**src/rtl/fp_pkg.sv**
```systemverilog
// Shared types and helpers for the unsigned floating-point add sequencer.
// Latency: n/a (declarations only).
// Backpressure: n/a.
package fp_pkg;

    localparam int E_DEF = 8;
    localparam int M_DEF = 8;

    typedef enum logic [2:0] {
        IDLE,
        ALIGN,
        ADD,
        NORM,
        DONE
    } state_t;

    // Exponent differences beyond M+1 shift the small significand fully out,
    // so the alignment count never needs to exceed M+1.
    function automatic logic [31:0] diff_cap(input logic [31:0] diff, input logic [31:0] mant_w);
        logic [31:0] lim;
        lim = mant_w + 32'd1;
        return (diff > lim) ? lim : diff;
    endfunction

endpackage

```
**src/rtl/alineador_mantisa.sv**
```systemverilog
// Right-shift register with a down-counter: shifts the smaller significand one bit per enabled cycle.
// Latency: one shift per enabled cycle until the loaded count reaches zero.
// Backpressure: none; holds its contents whenever not enabled or done.
module alineador_mantisa #(
    parameter int W  = 9,
    parameter int CW = 4
) (
    input  logic          clk,
    input  logic          rst_n,
    input  logic          i_load,
    input  logic          i_en,
    input  logic [W-1:0]  i_sig,
    input  logic [CW-1:0] i_cnt,
    output logic [W-1:0]  o_sig,
    output logic          o_done
);

    logic [W-1:0]  r_sig;
    logic [CW-1:0] r_cnt;

    // Load on accept, otherwise shift right (zero fill) while count remains.
    always_ff @(posedge clk or negedge rst_n) begin
        if (!rst_n) begin
            r_sig <= '0;
            r_cnt <= '0;
        end else if (i_load) begin
            r_sig <= i_sig;
            r_cnt <= i_cnt;
        end else if (i_en && (r_cnt != '0)) begin
            r_sig <= r_sig >> 1;
            r_cnt <= r_cnt - CW'(1);
        end
    end

    assign o_sig  = r_sig;
    assign o_done = (r_cnt == '0);

endmodule

```
**src/rtl/controlador_suma_fp.sv**
```systemverilog
// Sequencer for unsigned FP addition: order by exponent, align, add, one-step carry normalize.
// Latency: out_valid rises cap(diff)+3 cycles after the accepting edge.
// Backpressure: result held in DONE until out_ready; in_ready only in IDLE (one bubble between ops).
module controlador_suma_fp
    import fp_pkg::*;
#(
    parameter int E = E_DEF,
    parameter int M = M_DEF
) (
    input  logic         clk,
    input  logic         rst_n,
    input  logic         in_valid,
    output logic         in_ready,
    input  logic [E-1:0] exp_a,
    input  logic [M-1:0] mant_a,
    input  logic [E-1:0] exp_b,
    input  logic [M-1:0] mant_b,
    output logic         out_valid,
    input  logic         out_ready,
    output logic [E-1:0] exp_res,
    output logic [M-1:0] mant_res,
    output logic         ovf
);

    localparam int W  = M + 1;
    localparam int CW = $clog2(M + 2);

    state_t        r_state, w_next;
    logic          w_accept, w_align_en, w_align_done;

    logic [W-1:0]  w_sig_a, w_sig_b, w_sig_l, w_sig_s, w_sig_s_al;
    logic [E-1:0]  w_exp_l, w_exp_s, w_diff;
    logic [CW-1:0] w_cnt_init;
    logic          w_swap;

    logic [E-1:0]  r_exp_l;
    logic [W-1:0]  r_sig_l;
    logic          r_cout;
    logic [W-1:0]  r_sum;
    logic [E:0]    w_exp_inc;
    logic [M-1:0]  w_mant_norm;

    logic [E-1:0]  r_exp_res;
    logic [M-1:0]  r_mant_res;
    logic          r_ovf;

    // A zero exponent with zero mantissa encodes 0; everything else carries the hidden 1.
    assign w_sig_a = ((exp_a == '0) && (mant_a == '0)) ? '0 : {1'b1, mant_a};
    assign w_sig_b = ((exp_b == '0) && (mant_b == '0)) ? '0 : {1'b1, mant_b};

    // Larger exponent goes to slot L; ties leave A in L.
    assign w_swap     = (exp_b > exp_a);
    assign w_exp_l    = w_swap ? exp_b   : exp_a;
    assign w_exp_s    = w_swap ? exp_a   : exp_b;
    assign w_sig_l    = w_swap ? w_sig_b : w_sig_a;
    assign w_sig_s    = w_swap ? w_sig_a : w_sig_b;
    assign w_diff     = w_exp_l - w_exp_s;
    assign w_cnt_init = CW'(diff_cap(32'(w_diff), 32'(M)));

    alineador_mantisa #(.W(W), .CW(CW)) u_alineador (
        .clk    (clk),
        .rst_n  (rst_n),
        .i_load (w_accept),
        .i_en   (w_align_en),
        .i_sig  (w_sig_s),
        .i_cnt  (w_cnt_init),
        .o_sig  (w_sig_s_al),
        .o_done (w_align_done)
    );

    // State register; reset aborts any operation in flight.
    always_ff @(posedge clk or negedge rst_n) begin
        if (!rst_n) r_state <= IDLE;
        else        r_state <= w_next;
    end

    // Next-state and control strobes.
    always_comb begin
        w_next     = r_state;
        w_accept   = 1'b0;
        w_align_en = 1'b0;
        case (r_state)
            IDLE: begin
                if (in_valid) begin
                    w_accept = 1'b1;
                    w_next   = ALIGN;
                end
            end
            ALIGN: begin
                if (w_align_done) w_next = ADD;
                else              w_align_en = 1'b1;
            end
            ADD:     w_next = NORM;
            NORM:    w_next = DONE;
            DONE: begin
                if (out_ready) w_next = IDLE;
            end
            default: w_next = IDLE;
        endcase
    end

    // Single-step normalization: a carry shifts right once and bumps the exponent.
    assign w_exp_inc   = {1'b0, r_exp_l} + {{E{1'b0}}, r_cout};
    assign w_mant_norm = r_cout ? r_sum[M:1] : r_sum[M-1:0];

    // Operand capture, significand sum and registered result.
    always_ff @(posedge clk or negedge rst_n) begin
        if (!rst_n) begin
            r_exp_l    <= '0;
            r_sig_l    <= '0;
            r_cout     <= 1'b0;
            r_sum      <= '0;
            r_exp_res  <= '0;
            r_mant_res <= '0;
            r_ovf      <= 1'b0;
        end else begin
            if (w_accept) begin
                r_exp_l <= w_exp_l;
                r_sig_l <= w_sig_l;
                r_ovf   <= 1'b0;
            end
            if (r_state == ADD) begin
                {r_cout, r_sum} <= {1'b0, r_sig_l} + {1'b0, w_sig_s_al};
            end
            if (r_state == NORM) begin
                if (w_exp_inc[E]) begin
                    r_ovf      <= 1'b1;
                    r_exp_res  <= '1;
                    r_mant_res <= '0;
                end else begin
                    r_ovf      <= 1'b0;
                    r_exp_res  <= w_exp_inc[E-1:0];
                    r_mant_res <= w_mant_norm;
                end
            end
        end
    end

    assign in_ready  = (r_state == IDLE);
    assign out_valid = (r_state == DONE);
    assign exp_res   = r_exp_res;
    assign mant_res  = r_mant_res;
    assign ovf       = r_ovf;

endmodule

```
**config.mk**
```make
export PLATFORM = sky130hd
export DESIGN_NAME = controlador_suma_fp
export DESIGN_NICKNAME = d
export VERILOG_FILES = /design/src/rtl/fp_pkg.sv /design/src/rtl/alineador_mantisa.sv /design/src/rtl/controlador_suma_fp.sv
export SDC_FILE = /design/constraint.sdc
export NUM_CORES = 1
export LEC_CHECK = 0
export BUFFER_PORTS_ARGS = -buffer_cell sky130_fd_sc_hd__buf_2
export CORE_ASPECT_RATIO = 1.75
export CORE_UTILIZATION = 50
export DETAILED_ROUTE_END_ITERATION = 8
export PLACE_DENSITY = 0.76
export RECOVER_POWER = 100
export SYNTH_ARGS = -nofsm -noshare
export SYNTH_HDL_FRONTEND = slang
export SYNTH_SLANG_ARGS = --single-unit
```
**constraint.sdc**
```tcl
create_clock -name clk -period 5.3 [get_ports clk]
set_input_delay 1.59 -clock clk [delete_from_list [all_inputs] [get_ports clk]]
set_output_delay 1.59 -clock clk [all_outputs]
set_load 0.02 [all_outputs]
```
# After elaboration in Yosys (flattened, before gate mapping)
# Cells that the tools add are included.
# totals
reg_bits,60
input_bits,36
out_inout_bits,19
word_cells,61
# classes
addsub,4
magnitude_cmp,2
n_eq_ne,7
mux,25
n_reduce_logical,13
# ops
cell,n
9-bit two-way mux,6
8-bit two-way mux,5
8-bit logical NOT,4
3-bit one-hot mux with 5 select lines,1
4-bit two-way mux,3
9-bit by 9-bit adder with 10-bit output,1
8-bit by 1-bit adder with 9-bit output,1
3-bit two-way mux,3
8-bit by 4-bit greater-than comparator with 1-bit output (second input constant),1
8-bit greater-than comparator,1
8-bit subtractor,1
1-bit two-way mux,7
3-bit by 2-bit == test with 1-bit output (second input constant),2
4-bit logical NOT,1
2-bit by 1-bit inequality test with 1-bit output (second input constant),2
2-bit nonzero test,2
4-bit nonzero test,1
4-bit by 1-bit subtractor with 4-bit output (second input constant),1
3-bit by 1-bit == test with 1-bit output (second input constant),1
3-bit == test (second input constant),1
1-bit logical AND,3
3-bit logical NOT,1
3-bit AND reduction,1
2-bit inequality test (second input constant),1

# Depth between registers and ports, before layout
# Gate-level depths: netlist (run 1).
# depth
ltp_word,6
mapped_depth,17
ltp_nobuf,15

# Cells and area by module
# Synthesis (run 1) repeated with hierarchy kept, for this count alone.
# hier_totals
cells_unflattened,480
hier_area_um2,4008.8
# modules_own_cells
module,instances,cells_per_inst,area_each_um2,seq_area_each_um2
controlador_suma_fp,1,401,3318.2,1176.1
alineador_mantisa,1,79,690.7,325.3

# Worst setup path before layout (run 1)
# OpenSTA, ideal clock, no wires.
# synth_timing
path_kind,input port to flip-flop
startpoint,input exp_a[5]
endpoint,register u_alineador.r_cnt[0]
setup_time_ps,121
arrival_time_ps,4450
required_time_ps,5179
setup_slack_ps,728
cell_stages,16
n_path_buf,2
cell_sequence,inv_1 -> ha_1 -> buf_4 -> nand4_1 -> nor2_2 -> nor2_1 -> nor2_4 -> clkbuf_1 -> a21oi_1 -> ha_1 -> a2111oi_4 -> xnor2_1 -> o21ba_1 -> nor4_4 -> nand3_1 -> o2bb2ai_1
# synth_via
elab_chain_cells,6
elab_cells_between_ends,7
classes_between,add/sub: 1; order compare: 2; mux: 4
# synth_rtl
element,line,text
from (decl),controlador_suma_fp.sv:14,"input logic [E-1:0] exp_a,"
8-bit greater-than comparator,controlador_suma_fp.sv:52,assign w_swap = (exp_b > exp_a);
"8-bit two-way mux, on equally long branches","controlador_suma_fp.sv:53, controlador_suma_fp.sv:54",
8-bit subtractor *,controlador_suma_fp.sv:57,assign w_diff = w_exp_l - w_exp_s;
8-bit by 4-bit greater-than comparator with 1-bit output,fp_pkg.sv:22,return (diff > lim) ? lim : diff;
4-bit two-way mux *,fp_pkg.sv:22,
4-bit two-way mux *,alineador_mantisa.sv:26,end else if (i_load) begin
to (signal assigned),alineador_mantisa.sv:28,r_cnt <= i_cnt;
to (signal assigned),alineador_mantisa.sv:31,r_cnt <= r_cnt - CW'(1);
to (decl),alineador_mantisa.sv:19,logic [CW-1:0] r_cnt;
# Every way passes the cells marked *; elsewhere a longest branch is shown, timed or not.
# A chain may end at the register's enable or synchronous reset.

# Worst setup path in the final report (run 1)
# layout_timing
startpoint,input exp_a[3]
endpoint,register u_alineador.r_cnt[0]
# Same word-level chain as after synthesis.

==> results of run 1 <==
==> worst min-delay path by stage <==
stage                            startpoint                       to  slack (ps)
detailed placement   exp_res[6]$_DFFE_PN0P_   exp_res[6]$_DFFE_PN0P_         460
finish              mant_res[2]$_DFFE_PN0P_  mant_res[2]$_DFFE_PN0P_         470
floorplan            r_state[2]$_DFFE_PN0P_   r_state[1]$_DFFE_PN0P_         450
global placement    mant_res[4]$_DFFE_PN0P_  mant_res[4]$_DFFE_PN0P_         460
CTS                  exp_res[6]$_DFFE_PN0P_   exp_res[6]$_DFFE_PN0P_         470
global route         exp_res[6]$_DFFE_PN0P_   exp_res[6]$_DFFE_PN0P_         510
==> cells by family (layout without fill, tap and decap cells) <==
family / after synthesis / in the layout
AOI/OAI and AO/OA: 123 / 123
muxes: 17 / 17
buffers and inverters: 42 / 96
DFF: 60 / 60
adders and majority gates: 22 / 22
xor gates and xnor gates: 15 / 15
and+or+nand+nor: 173 / 173
==> layout make-up <==
| class | instances | area (sq um) | share of cell area |
|---|---|---|---|
| clock buffers | 13 | 260.3 | 0.05896 |
| repair buffers | 59 | 269.0 | 0.06094 |
| inverters | 22 | 82.58 | 0.01871 |
| well taps | 88 | 110.1 | 0.02494 |
| multi-input cells | 350 | 2181 | 0.4940 |
| flip-flops and latches | 60 | 1501 | 0.3401 |
| clock inverters | 2 | 10.01 | 0.002268 |
==> worst min-delay path, delay by kind of cell (launching register included) <==
family / cells / cell delay (ps)
and+or+nand+nor: 1 / 40
AOI/OAI and AO/OA: 1 / 60
DFF: 1 / 330
==> cell usage after synthesis, drive strengths merged, types with 6 or more instances <==
cell,number,area share
nand3,8,0.010
nand4,6,0.0097
a31oi,25,0.040
xor2,7,0.016
nand2,85,0.083
xnor2,8,0.018
nor4,11,0.022
nor2b,6,0.0097
inv,22,0.021
ha,21,0.068
clkbuf,15,0.015
a21oi,27,0.036
mux2i,15,0.039
and3,10,0.016
o22a,6,0.014
o21ai,35,0.045
dfrtp,60,0.39
nor2,33,0.035
o21bai,6,0.015
==> report_power, final <==
group	internal, W	switching [W]
registers	0.000684	0.000178
clock network	0.000337	0.000186
logic	0.000503	0.000707
total	0.00152	0.00107
==> metal layers <==
| metal | up-vias | track usage | share of wire |
|---|---|---|---|
| li1 | 1719 | - | - |
| met1 | 1640 | 0.2842 | 0.39 |
| met2 | 117 | 0.4400 | 0.53 |
| met3 | 23 | 0.05309 | 0.046 |
| met4 | 0 | 0.1237 | 0.034 |
| met5 | - | 0 | 0 |
==> state kept, by name (all words and copies together), names as in the netlist <==
register           flops
exp_res                8
mant_res               8
ovf                    1
r_cout                 1
r_exp_l                8
r_sig_l                9
r_state                3
r_sum                  9
u_alineador.o_sig      9
u_alineador.r_cnt      4
==> stage by stage <==
step	cells	power (W)	setup WS (ps)	instance area [sq um]
2_1_floorplan	452	0.001784	728.2	3872
3_3_place_gp	579	0.002044	662.9	4200
3_5_place_dp	579	0.002092	469.3	4200
4_1_cts	594	0.002633	839.7	4471
5_1_grt	594	0.002823	320.0	4414
6_report	594	0.002596	606.3	4414
==> flow_summary.ini, run 1 <==
[setup_path]
start_kind = input port
crit_arrival_ps = 4900
critical_path_class = input port to flop
crit_cells = 15
worstSetupStartpoint = exp_a[3]
timing.rr.start = r_cout$_DFFE_PN0N_
worstPathCellList = clkbuf_1, inv_1, ha_1, nand4_1, nor2_1, nor2_1, nor2_4, a21oi_1, ha_1, a2111oi_4, xnor2_1, o21ba_1, nor4_4, nand3_1, o2bb2ai_1
crit_path_end = u_alineador.r_cnt[0]$_DFFE_PN0P_
slowest_stage = ha_1
r2r_slack_ps = 2620
path_delay_family = simple AND/OR/NAND/NOR gates
end_kind = flop
critPathMaxStageDelay_ps = 440
critPathMaxFanout = 8
required_ps = 5510
rr_worst_depth = 6
critPathBufInv = 2
r2r-end = mant_res[1]$_DFFE_PN0P_

[route]
dr.pass1.iters = 5
avgRoutedWirePerCell_microns = 15.79
via_per_inst = 5.891
route.vias.total = 3499
initialDrtViolationCount = 196
finalWirelength_microns = 9378
drc = 0
drtAntennaViolNets = 0

[logic_synthesis]
synthCells = 452
synth-simple-area-share = 0.2087
synth_area_sq_um = 3872
synthAdderAreaFrac = 0.07302
synth_top_family_by_area = simple AND/OR/NAND/NOR gates
synthFlopType = dfrtp_1
avgSynthCellArea_sq_um = 8.567
synth_xor_area_frac = 0.03393
ys_ff_latch = 60
async_flop_share = 1.000
synth_mux_area_frac = 0.04459
yosys_warnings = 0
synthesis.nets = 510
synth_compound_area_frac = 0.2074
ys_seq_area_frac = 0.3877
synth_cell_types = 53
synth-edff-count = 0

[sta]
rsz0062_at_grt = no
worst_pin_slew_ps = 2204
period_minus_slack_ps = 4694
fin_worst_skew_ps = 3.483
drv_slew = 42
fmax_mhz = 213.1
fin_hold_ws_ps = 471.6
max_slew_margin = -0.4690
fin_tns_setup_ps = 0
setup_viol = 0
period_share = 0.8856
hold_violations = 0

[die]
die_h_microns = 118.4
die_w_microns = 68.53
ios = 55
dieArea_sq_um = 8115
start_util = 0.5153
rows = 42
core_area_sq_um = 7515

[pwr]
ir_drop_mv = 0.2438
power.density_nw_per_um2 = 588.1
leakagePower_nw = 2.022

[finish]
final_cell_mix = nand2_1 (84), dfrtp_1 (60), o21ai_0 (35), nor2_1 (32), buf_2 (32)
fin_util = 0.5874
layout_commonest_cell = nand2_1
drive_gt1_frac = 0.1107
final_nets = 560
area_growth_pct = 13.99
final.fill_count = 714
antenna_cells = 0

[clock_tree]
cts_setup_buffers = 0
ctsHoldBuffers = 0
cts_resized = 0
clkTransAtPathRegs_ps = 50
cts_max_path_buffers = 2
clock_insertion_delay_worst_skew_ps = 330
cts_buffers = 9
cts_tree = built
cts-root-buf = clkbuf_16
cts.sinks = 60
htreeDepth = 3

[min_path]
hp-class = flop to flop
holdPathStages = 2

[outcome]
violations = max-capacitance violations, max-slew violations
run_status = finished with violations

[grt]
antenna_found_initial = 0
grt-ovfl-total = 0
grt_pass1_vias = 3377
grt_first_pass_wirelength_microns = 15320
grtUsageTotal = 0.2556
grt_max_degree = 42

[placed_design]
dp.final_hpwl_microns = 7062
place.port_buffers = 54
gp_congestion = 1.012

[job]
maxCapViolCount = 1
Note: power is estimated with default switching activity, not from simulation.
==> run 2: changes to the inputs <==
- CORE_ASPECT_RATIO: 1.75 -> 0.9
==> flow_summary.ini, run 2 (synthesis results as in run 1) <==
[sta]
fin_worst_skew_ps = 11.26
fmax_mhz = 208.7
period_minus_slack_ps = 4792
setup_viol = 0
rsz0062_at_grt = no
max_slew_margin = -0.6994
period_share = 0.9041
worst_pin_slew_ps = 2549
drv_slew = 50
fin_tns_setup_ps = 0
hold_violations = 0

[route]
drc = 0
route.vias.total = 3407
dr.pass1.iters = 5
drtAntennaViolNets = 0
initialDrtViolationCount = 136
avgRoutedWirePerCell_microns = 14.98
finalWirelength_microns = 9031
via_per_inst = 5.650

[clock_tree]
cts_buffers = 9
cts.sinks = 60
cts_tree = built
ctsHoldBuffers = 0
cts_setup_buffers = 0
clkTransAtPathRegs_ps = 70
cts_resized = 0
cts_max_path_buffers = 2
cts-root-buf = clkbuf_8
htreeDepth = 3
clock_insertion_delay_worst_skew_ps = 340

[outcome]
run_status = finished with violations
violations = max-capacitance violations, max-slew violations

[min_path]
hp-start = mant_res[6]$_DFFE_PN0P_
hp-class = flop to flop
holdPathStages = 2
holdPathEnd = mant_res[6]$_DFFE_PN0P_

[grt]
grtUsageTotal = 0.2442
grt-ovfl-total = 0
grt_pass1_vias = 3223
grt_first_pass_wirelength_microns = 15500
antenna_found_initial = 0
grt_max_degree = 50

[setup_path]
end_kind = flop
path_delay_family = compound AO/OA/AOI/OAI gates
start_kind = input port
critical_path_class = input port to flop
rr_worst_depth = 6
r2r_slack_ps = 3000
required_ps = 5520
timing.rr.start = r_cout$_DFFE_PN0N_
critPathBufInv = 2
r2r-end = mant_res[2]$_DFFE_PN0P_
critPathMaxFanout = 8
worstPathCellList = clkbuf_1, inv_1, ha_1, nand2_2, o21bai_1, a21o_1, a21oi_1, mux2_2, a311o_1, a31oi_1, xor2_1, nand3_1, o2bb2ai_1
crit_arrival_ps = 5010
critPathMaxStageDelay_ps = 570
slowest_stage = a21oi_1

[die]
start_util = 0.5158
core_area_sq_um = 7507
ios = 55
dieArea_sq_um = 8101
die_h_microns = 85.49
die_w_microns = 94.77
rows = 30

[finish]
final_cell_mix = nand2_1 (84), dfrtp_1 (60), o21ai_0 (35), buf_2 (32), nor2_1 (31)
final_nets = 560
drive_gt1_frac = 0.1203
antenna_cells = 0
layout_commonest_cell = nand2_1
final.fill_count = 710
area_growth_pct = 13.18

[pwr]
ir_drop_mv = 0.1798
p_total_w = 0.002518
power.density_nw_per_um2 = 574.5
leakagePower_nw = 2.000

[job]
maxCapViolCount = 1

[placed_design]
dp.final_hpwl_microns = 6796
place.port_buffers = 54
gp_congestion = 0.9283
## run 2: cell types whose count changed in the layout (fill, tap and decap cells not counted), sizes merged
cell,change
clkinv,+1
clkbuf,-5
buf,+1
clkinvlp,+1
bufinv,+2
inv,+1
## run 2: tightest hold or removal path: stages, from the launching register on
cell and delay (ps):
dfrtp_1 350, nand2_1 40, o21ai_0 60
## run 2: power breakdown
group / total, W / switching (W) / internal, W / leakage, nW
clock: 0.000456 / 0.000189 / 0.000267 / 0.110
combinational: 0.00120 / 0.000695 / 0.000502 / 1.16
sequential: 0.000865 / 0.000183 / 0.000682 / 0.725
## run 2: stage by stage
stage	utilization	hold WS (ps)	worst slack [ps]	std cells	instance area [sq um]
2_1_floorplan	-	447.6	728.2	452	3872
3_3_place_gp	0.5608	458.3	542.3	587	4210
3_5_place_dp	0.5608	468.0	446.0	587	4210
4_1_cts	0.5905	484.2	805.9	603	4433
5_1_grt	0.5838	519.4	274.3	603	4383
6_report	0.5838	484.3	508.1	603	4383
## run 2: layout make-up
class	count	area (sq um)	area share
clock buffers	9	123.9	0.02826
clock inverters	7	98.84	0.02255
inverters	22	82.58	0.01884
multi-input cells	350	2183	0.4981
flip-flops and latches	60	1501	0.3426
well taps	96	120.1	0.02741
repair buffers	59	272.8	0.06223
## run 2: how the worst max path moves through the flow
stage                  start                                to  slack (ps)  cells after the start
finish              exp_a[3]  u_alineador.r_cnt[0]$_DFFE_PN0P_         510                     13
global route        exp_a[3]  u_alineador.r_cnt[0]$_DFFE_PN0P_         270                     14
CTS                 exp_a[3]  u_alineador.r_cnt[0]$_DFFE_PN0P_         810                     15
detailed placement  exp_a[3]  u_alineador.r_cnt[0]$_DFFE_PN0P_         450                     15
global placement    exp_a[1]  u_alineador.r_cnt[0]$_DFFE_PN0P_         540                     13
floorplan           exp_a[5]  u_alineador.r_cnt[0]$_DFFE_PN0P_         730                     16
## run 2: metal layers
layer | share of wire | track usage | wire, microns
met4 | 0.017 | 0.07851 | 154
met5 | 0 | 0 | 0
met1 | 0.49 | 0.3494 | 4446
met2 | 0.44 | 0.3715 | 3987
met3 | 0.049 | 0.04787 | 442
==> run 3: changes to the inputs <==
- clock period: 5.3 -> 5.6 ns (I/O delays scaled with it)
==> flow_summary.ini, run 3 (synthesis results as in run 1) <==
[grt]
antenna_found_initial = 0
grt_max_degree = 61
grtUsageTotal = 0.2415
grt_pass1_vias = 3151
grt-ovfl-total = 0
grt_first_pass_wirelength_microns = 15030

[outcome]
run_status = finished with violations
violations = max-capacitance violations, max-slew violations

[sta]
period_minus_slack_ps = 4933
fin_worst_skew_ps = 11.73
worst_pin_slew_ps = 3148
fin_hold_ws_ps = 474.4
period_share = 0.8809
drv_slew = 61
rsz0062_at_grt = no
fmax_mhz = 202.7
setup_viol = 0
setup_slack_ps = 666.7
hold_violations = 0
max_slew_margin = -1.098
fin_tns_setup_ps = 0

[die]
dieArea_sq_um = 8101
ios = 55
die_h_microns = 85.49
rows = 30
core_area_sq_um = 7507
die_w_microns = 94.77
start_util = 0.5158

[pwr]
p_sw_frac = 0.4368
power.density_nw_per_um2 = 535.0
switchingPower_w = 0.001015
seq_power_share = 0.352
p_int_w = 0.001308
power_frac_comb = 0.494
pwr-share-clk = 0.153
leakagePower_nw = 1.990
ir_drop_mv = 0.1849

[route]
finalWirelength_microns = 9200
drc = 0
dr.pass1.iters = 4
initialDrtViolationCount = 168
drtAntennaViolNets = 0
avgRoutedWirePerCell_microns = 15.23
via_per_inst = 5.667
route.vias.total = 3423

[clock_tree]
cts_resized = 0
htreeDepth = 3
cts_tree = built
clkTransAtPathRegs_ps = 70
cts_setup_buffers = 0
cts_max_path_buffers = 2
cts_buffers = 9
ctsHoldBuffers = 0
cts-root-buf = clkbuf_8
clock_insertion_delay_worst_skew_ps = 350
cts.sinks = 60

[finish]
final_nets = 561
drive_gt1_frac = 0.1181
stdcell_count = 604
area_growth_pct = 12.12
layout_commonest_cell = nand2_1
final_cell_mix = nand2_1 (84), dfrtp_1 (60), o21ai_0 (35), buf_2 (33), nor2_1 (32)
final_area_sq_um = 4342
antenna_cells = 0

[placed_design]
dp.final_hpwl_microns = 7036
dp_cells = 588
dpl-instance-area_sq_um = 4218
place.port_buffers = 54
dp_slack_ps = 665.0
gp_congestion = 0.9582

[setup_path]
critPathMaxFanout = 9
start_kind = input port
required_ps = 5870
critical_path_class = input port to flop
crit_arrival_ps = 5200
end_kind = flop

[min_path]
hp-class = flop to flop

[job]
maxCapViolCount = 1
run 3: critical path, stage by stage:
cell	delay (ps)
clkbuf_1	160
inv_1	100
ha_1	430
nand2_2	90
o21bai_1	240
a21o_1	240
a21oi_1	670
mux2_2	410
a311o_1	320
a31oi_1	210
xor2_1	360
a31oi_1	150
a31oi_1	150
run 3: path summary, 6_finish.rpt:
kind,slack [ps],cells past startpoint,startpoint,end
worst max-delay path,670,13,exp_a[3],u_alineador.r_cnt[1]$_DFFE_PN0P_
worst min-delay path,470,2,mant_res[6]$_DFFE_PN0P_,mant_res[6]$_DFFE_PN0P_
worst max register to register,3240,6,r_cout$_DFFE_PN0N_,mant_res[1]$_DFFE_PN0P_
worst min register to register,470,2,mant_res[6]$_DFFE_PN0P_,mant_res[6]$_DFFE_PN0P_
max in group asynchronous,1340,2,rst_n,r_exp_l[0]$_DFFE_PN0P_
min in group asynchronous,2460,2,rst_n,exp_res[2]$_DFFE_PN0P_
run 3: layout make-up:
class	count	area, sq um
tap	96	120.1
sequential	60	1501
inverter	22	82.58
clock inverter	4	23.77
fill	699	3166
timing repair buffer	60	277.8
clock buffer	12	155.1
multi-input combinational	350	2181
run 3: per-stage QoR:
stage               total power [W]  utilization
floorplan                  0.001688            -
global placement           0.001949       0.5618
detailed placement         0.001994       0.5618
CTS                        0.002353       0.5857
global route               0.002534       0.5783
finish                     0.002323       0.5783
run 3: power groups by stage:
stage               Combinational [W]  Sequential (W)  Clock [W]
floorplan                    0.000858        0.000830          0
global placement              0.00114        0.000810          0
detailed placement            0.00117        0.000823          0
CTS                           0.00118        0.000815   0.000360
global route                  0.00131        0.000847   0.000381
finish                        0.00115        0.000819   0.000356
run 3: per-layer routing:
| layer | vias up | GRT usage | share of wire |
|---|---|---|---|
| met5 | - | 0 | 0 |
| met4 | 0 | 0.07300 | 0.017 |
| met3 | 14 | 0.05408 | 0.051 |
| met2 | 98 | 0.3813 | 0.45 |
| met1 | 1597 | 0.3314 | 0.48 |
| li1 | 1714 | - | - |
